File: src/rtl/mult_unit_pkg.sv
// Shared types and constants for the iterative RV32M multiplier.
// Build option: MULT_RADIX4_EN selects the 2-bits-per-cycle datapath.
package mult_pkg;

  localparam int XLEN = 32;

`ifdef MULT_RADIX4_EN
  localparam int RADIX_BITS = 2;
`else
  localparam int RADIX_BITS = 1;
`endif

  localparam int MULT_STEPS = XLEN / RADIX_BITS;

  typedef enum logic [1:0] {
    OP_MUL    = 2'b00,
    OP_MULH   = 2'b01,
    OP_MULHSU = 2'b10,
    OP_MULHU  = 2'b11
  } mulOp_t;

  typedef enum logic [1:0] {
    IDLE = 2'b00,
    BUSY = 2'b01,
    DONE = 2'b10
  } multState_t;

endpackage

File: src/rtl/mult_unit_step.sv
// One combinational shift-add step of the multiplier.
// Build option: MULT_RADIX4_EN retires two multiplier bits per step.
module multStep
  import mult_pkg::*;
#(
  parameter int DW = 64
) (
  input  logic [DW-1:0]         acc,
  input  logic [DW-1:0]         mcand,
`ifdef MULT_RADIX4_EN
  input  logic [DW-1:0]         mcand3,
`endif
  input  logic [RADIX_BITS-1:0] mbits,
  output logic [DW-1:0]         accNext
);

  logic [DW-1:0] pp;

`ifdef MULT_RADIX4_EN
  // 3x comes in precomputed so the step stays a single adder
  always_comb begin
    pp = '0;
    unique case (mbits)
      2'b00: pp = '0;
      2'b01: pp = mcand;
      2'b10: pp = mcand << 1;
      2'b11: pp = mcand3;
      default: pp = '0;
    endcase
    accNext = acc + pp;
  end
`else
  always_comb begin
    pp = mbits[0] ? mcand : '0;
    accNext = acc + pp;
  end
`endif

endmodule

File: src/rtl/mult_unit.sv
// Iterative RV32M multiplier: MUL, MULH, MULHSU, MULHU on magnitudes.
// Build option: MULT_RADIX4_EN halves the number of busy cycles.
module mult_unit #(
  parameter int XLEN = 32
) (
  input  logic            clk,
  input  logic            resetN,
  input  logic            start,
  input  logic [1:0]      mulOp,
  input  logic [XLEN-1:0] srcA,
  input  logic [XLEN-1:0] srcB,
  output logic            busy,
  output logic            done,
  output logic [XLEN-1:0] multResult
);

  import mult_pkg::*;

  localparam int DW     = 2 * XLEN;
  localparam int NSTEPS = XLEN / RADIX_BITS;
  localparam int CW     = $clog2(NSTEPS);

  multState_t      state;
  multState_t      stateNext;
  mulOp_t          opReg;
  logic            negFlag;
  logic [DW-1:0]   acc;
  logic [DW-1:0]   accNext;
  logic [DW-1:0]   mcand;
  logic [DW-1:0]   mcandInit;
`ifdef MULT_RADIX4_EN
  logic [DW-1:0]   mcand3;
`endif
  logic [XLEN-1:0] mplier;
  logic [CW-1:0]   cnt;
  logic            aNeg;
  logic            bNeg;
  logic [XLEN-1:0] magA;
  logic [XLEN-1:0] magB;
  logic [DW-1:0]   prod;
  logic            lastStep;

  // Only signed operands with bit 31 set are folded to magnitudes
  always_comb begin
    aNeg = 1'b0;
    bNeg = 1'b0;
    unique case (1'b1)
      (mulOp == OP_MULH): begin
        aNeg = srcA[XLEN-1];
        bNeg = srcB[XLEN-1];
      end
      (mulOp == OP_MULHSU): aNeg = srcA[XLEN-1];
      default: ;
    endcase
    magA = aNeg ? -srcA : srcA;
    magB = bNeg ? -srcB : srcB;
    mcandInit = {{(DW-XLEN){1'b0}}, magA};
  end

  assign lastStep = (cnt == CW'(NSTEPS - 1));
  assign prod     = negFlag ? -acc : acc;
  assign busy     = (state != IDLE);

  multStep #(
    .DW(DW)
  ) u_step (
    .acc     (acc),
    .mcand   (mcand),
`ifdef MULT_RADIX4_EN
    .mcand3  (mcand3),
`endif
    .mbits   (mplier[RADIX_BITS-1:0]),
    .accNext (accNext)
  );

  always_ff @(posedge clk or negedge resetN) begin
    if (!resetN) state <= IDLE;
    else         state <= stateNext;
  end

  always_comb begin
    stateNext = state;
    unique case (state)
      IDLE:    if (start) stateNext = BUSY;
      BUSY:    if (lastStep) stateNext = DONE;
      DONE:    stateNext = IDLE;
      default: stateNext = IDLE;
    endcase
  end

  always_ff @(posedge clk or negedge resetN) begin
    if (!resetN) begin
      opReg      <= OP_MUL;
      negFlag    <= 1'b0;
      acc        <= '0;
      mcand      <= '0;
`ifdef MULT_RADIX4_EN
      mcand3     <= '0;
`endif
      mplier     <= '0;
      cnt        <= '0;
      done       <= 1'b0;
      multResult <= '0;
    end else begin
      done <= (state == DONE);
      unique case (state)
        IDLE: begin
          if (start) begin
            opReg   <= mulOp_t'(mulOp);
            negFlag <= aNeg ^ bNeg;
            acc     <= '0;
            mcand   <= mcandInit;
`ifdef MULT_RADIX4_EN
            mcand3  <= (mcandInit << 1) + mcandInit;
`endif
            mplier  <= magB;
            cnt     <= '0;
          end
        end
        BUSY: begin
          acc    <= accNext;
          mcand  <= mcand << RADIX_BITS;
`ifdef MULT_RADIX4_EN
          mcand3 <= mcand3 << RADIX_BITS;
`endif
          mplier <= mplier >> RADIX_BITS;
          cnt    <= cnt + CW'(1);
        end
        DONE: begin
          multResult <= (opReg == OP_MUL) ? prod[XLEN-1:0]
                                          : prod[DW-1:XLEN];
        end
        default: ;
      endcase
    end
  end

endmodule

File: config.mk
export PLATFORM = sky130hd
export DESIGN_NAME = mult_unit
export DESIGN_NICKNAME = d
export VERILOG_FILES = /design/src/rtl/mult_unit_pkg.sv /design/src/rtl/mult_unit_step.sv /design/src/rtl/mult_unit.sv
export SDC_FILE = /design/constraint.sdc
export NUM_CORES = 1
export LEC_CHECK = 0
export CORE_UTILIZATION = 60
export CTS_CLUSTER_SIZE = 40
export DETAILED_ROUTE_END_ITERATION = 8
export GPL_ROUTABILITY_DRIVEN = 0
export PLACE_DENSITY_LB_ADDON = 0.08
export SETUP_SLACK_MARGIN = 0.4
export SYNTH_ARGS = -nofsm -noshare
export SYNTH_HDL_FRONTEND = slang
export SYNTH_SLANG_ARGS = --single-unit
File: constraint.sdc
create_clock -name clk -period 5.15 [get_ports clk]
set_input_delay 0.515 -clock clk [delete_from_list [all_inputs] [get_ports clk]]
set_output_delay 0.515 -clock clk [all_outputs]
set_load 0.01 [all_outputs]
* After elaboration in Yosys (flattened, before gate mapping)
Cells that the tools add are included.
Storage, ports and cells: latch bits 0, memory bits (read-only) 0, word-level logic and storage cells 48, bits in writable memories 0, input port bits 69, memories 0, register bits after elaboration 203, output and inout port bits 34
Cells by class: order comparisons 0, reductions and logical operators 8, $mul 0, bitwise gates (word level) 1, shift operators 0, multiplexer cells 18, divide/modulo/power cells 0, equality and inequality tests 7, $add $sub $neg 5
Operators with widths (number):
- 64-bit two-way mux | 4
- 64-bit one-hot mux with 2 select lines | 2
- 32-bit two-way mux | 4
- 64-bit adder | 1
- 32-bit negator | 2
- 64-bit negator | 1
- 32-bit one-hot mux with 2 select lines | 1
- 5-bit one-hot mux with 2 select lines | 1
- 2-bit AND reduction | 3
- 5-bit by 1-bit adder with 5-bit output (second input constant) | 1
- 5-bit equality test (second input constant) | 1
- 5-bit two-way mux | 1
- 2-bit by 1-bit equality test with 1-bit output (second input constant) | 2
- 2-bit equality test (second input constant) | 2
- 2-bit zero test | 2
- 2-bit two-way mux | 2
- 2-bit != test (second input constant) | 2
- 2-bit one-hot mux with 2 select lines | 1
- 2-bit nonzero test | 2
- 1-bit two-way mux | 2
- 2-bit OR reduction | 1
- 1-bit XOR | 1

* Depth between registers and ports, before layout
depth after elaboration 6, mapped depth 17, mapped depth without buffers 15

* By module
Synthesis repeated with hierarchy kept, for this count alone.
Unflattened totals: cells, all modules 1963, area total of the unflattened synthesis 15528.6 um2
By module, submodules not included:
- mult_unit | area an instance 11339.6 um2, cells an instance 1330, seq. area each 5079.9 um2, instances 1
- multStep | area an instance 4189.0 um2, cells an instance 633, seq. area each 0.0 um2, instances 1

* Least setup slack after synthesis
No wires, ideal clock.
path kind reg-to-reg, from register mplier[0], to register acc[62], library setup time 0.083 ns, arrival 3.531 ns, stages on the path, launching flop included 18, data required time 5.067 ns, setup slack 1.536 ns, clock period less this slack 3.614 ns, path buffers 2, cells stage by stage dfrtp_1 clkbuf_1 clkbuf_1 and2_1 ha_1 inv_1 fa_1 nor2b_1 o211ai_1 a211o_1 a21oi_1 a41oi_1 o21a_1 o221a_2 o21ai_0 o21ai_0 xor2_1 o21ai_0
Between the ends: word-level cells in the longest chain between the ends 3
RTL lines:
- from (decl) | line mult_unit.sv:34 | logic [XLEN-1:0] mplier;
- from (signal assigned) | line mult_unit.sv:116 | mplier <= magB;
- from (signal assigned) | line mult_unit.sv:126 | mplier <= mplier >> RADIX_BITS;
- 64-bit two-way mux | line mult_unit_step.sv:34 | pp = mbits[0] ? mcand : '0;
- 64-bit adder | line mult_unit_step.sv:35 | accNext = acc + pp;
- 64-bit one-hot mux with 2 select lines | line mult_unit.sv:106 | unique case (state)
- to (signal assigned) | line mult_unit.sv:121 | acc <= accNext;
- to (decl) | line mult_unit.sv:27 | logic [DW-1:0] acc;
No other way between the ends. A chain may end at the register's enable or synchronous reset.

* Worst setup path in the final report
from register mplier[0], to register acc[60]
The elaborated chain is that of the path after synthesis.

==> results.cfg <==
[yosys]
synthArstFlopShare = 1.000
netlist_instances = 1786
avgSynthCellArea_um2 = 8.179
synth_top_area_share = 0.3478
synth_ff_type = dfrtp_1
synth_seq_cells = 203
synth.area.top_cells = dfrtp_1 (35%), o21ai_0 (8.8%), nand2_1 (6.3%), ha_1 (5.9%), xor2_1 (5.5%)
synth_area_um2 = 14610
ys_types = 63
yosys.area.top_type = dfrtp_1
synth_edf_count = 0
synth_warnings = 0
synth-seq-area-share = 0.3478
synth_fp_nets = 1925

[die]
chipWidth_um = 158.0
core_area_um2 = 23680
fp.dieH_um = 158.0
dieArea_um2 = 24970
rows = 56
initial_core_util = 0.6168
ios = 103

[global_routing]
grt_pass1_wl_mm = 61.02
grt_usage = 0.3056
antenna_found_initial = 0
overflow = 0
grt_pass1_vias = 12310
grt_max_degree = 102

[timing]
rsz0062_at_grt = false
setup_violations = 0
fin_crit_ns = 4.019
tns_ns = 0
worstMarginPinSlew_ns = 1.226
skew_ns = 0.01558
hold_violations = 0
max_slew_margin = 0.1804
post-route-period-util = 0.7803
finalMaxSlewViolations = 0
max_freq_ghz = 0.2488

[critical_path]
cp.arrival_ns = 4.37
r2r_start = mplier[0]
critPathMaxFanout = 5
startpoint_type = flop
r2r_setup_slack_ns = 1.13
crit_path_end = acc[60]
ff2ff_path_depth = 15
crit_type = reg -> reg
cp-startpoint = mplier[0]
crit_required_ns = 5.50
reg2reg_to = acc[60]
endpoint_kind = flop

[clock_tree]
cts_resized = 0
cts_buffers = 23
clock-root-buffer = clkbuf_16
postCtsSetupRepairBufs = 0
clockBufferDepth = 3
path_clk_slew_ns = 0.06
clock-sinks = 203
cts_tree = done
insertion_delay_ns = 0.52
cts_hold_buffers = 0
cts_max_level = 1

[final_layout]
post-route-util = 0.6985
layout-drive-gt1-share = 0.04353
most-common-layout-cells = o21ai_0 (257), nand2_1 (245), dfrtp_1 (202)
nets = 1961
layout_commonest_cell = o21ai_0
synthToLayoutAreaGrowth_pct = 13.25
n_antenna_cell = 0
n_fill_cell = 2061

[job]
drv_cap = 0

[pwr]
vdd_drop_max_v = 0.0002837
leakage_nw = 6.958
power_density_nw_per_um2 = 618.0

[drt]
drt_iter0_drc = 1029
viasPerCell = 6.143
drt_wl_total_mm = 37.32
vias = 13250
first_pass_iters = 5
antenna_left = 0
route.detailed.drc = 0
wl_per_cell_um = 17.30

[min_path]
hold_path.class = in -> async

[placed_design]
hpwl_mm = 28.03
io_buffers = 102

[run_status]
run_status = complete, no violations
## worst min path at each step
| stage | start | end | cells past startpoint |
|---|---|---|---|
| finish | resetN | multResult[19] | 1 |
| detailed placement | multResult[17] | multResult[17] | 2 |
| global placement | multResult[17] | multResult[17] | 2 |
| global route | resetN | multResult[19] | 1 |
| CTS | resetN | multResult[1] | 1 |
| floorplan | resetN | acc[0] | 0 |
## metrics by stage
stage / total power [mW] / std cells / setup WS [ns] / hold WS [ns] / cell area [um^2]
2_1_floorplan: 6.943 / 1786 / 1.536 / 0.2194 / 14610
3_5_place_dp: 8.500 / 2116 / 1.096 / 0.4640 / 15790
6_report: 10.22 / 2157 / 1.131 / 0.04590 / 16540
3_3_place_gp: 8.347 / 2116 / 1.204 / 0.4504 / 15790
4_1_cts: 10.17 / 2157 / 1.226 / 0.08937 / 16540
5_1_grt: 11.01 / 2157 / 0.8848 / 0.1177 / 16540
## registers in the layout, summed over array words and instances, names as in the netlist
signal / cells
opReg: 2
done: 1
mcand: 64
cnt: 5
multResult: 32
negFlag: 1
acc: 64
mplier: 32
state: 2
## power breakdown
part           switching [mW]  internal [mW]  leakage [nW]
Combinational            3.19           2.22          4.15
Sequential              0.885           2.28          2.44
Clock                   0.668          0.982         0.371
Total                    4.74           5.48          6.96
## layer usage
layer  global-route usage  wire length [um]
met3              0.03969              2397
met5                    0                 0
met1               0.4177             16590
met4              0.09570              1194
met2               0.5035             17140
## area by class of cell
cell class	instances	area, um^2	area share
multi-input combinational	1448	9050	0.5470
sequential	203	5081	0.3071
clock buffer	32	649.4	0.03925
tap	319	399.1	0.02413
timing repair buffer	117	1150	0.06951
clock inverter	9	105.1	0.006353
inverter	29	108.9	0.006580
## Yosys cell counts (all sizes together) (11+ instances only)
cell / number
a21o: 35
a21oi: 112
a22oi: 61
a31oi: 13
and2: 74
clkbuf: 97
dfrtp: 203
ha: 69
inv: 29
nand2: 246
nand2b: 13
nand3: 50
nand4: 20
nor2: 87
nor2b: 11
nor3: 23
nor4: 14
o21ai: 264
o31ai: 37
o41ai: 15
or3: 12
or4: 15
xnor2: 89
xor2: 91
## worst max-delay path, cell delays in order (launching register included)
cell	delay [ns]
dfrtp_1	0.39
and2_1	0.17
ha_1	0.18
inv_1	0.06
fa_1	0.41
nor2b_1	0.16
o211ai_1	0.18
a2111oi_0	0.68
o21ai_0	0.31
nor2_1	0.27
o2111a_1	0.31
a211oi_1	0.13
nor2_1	0.20
a31o_2	0.20
xnor2_1	0.11
o21ai_0	0.10
## cells by family after synthesis
| logic type | share of synthesized area |
|---|---|
| XOR/XNOR | 0.1079 |
| AND/OR/NAND/NOR | 0.1975 |
| AO/OA/AOI/OAI | 0.2516 |
| buffers and inverters | 0.03477 |
| adder cells (fa/ha/maj) | 0.06047 |
| flip-flops | 0.3478 |
No activity file was read; power rests on OpenSTA's default activity.
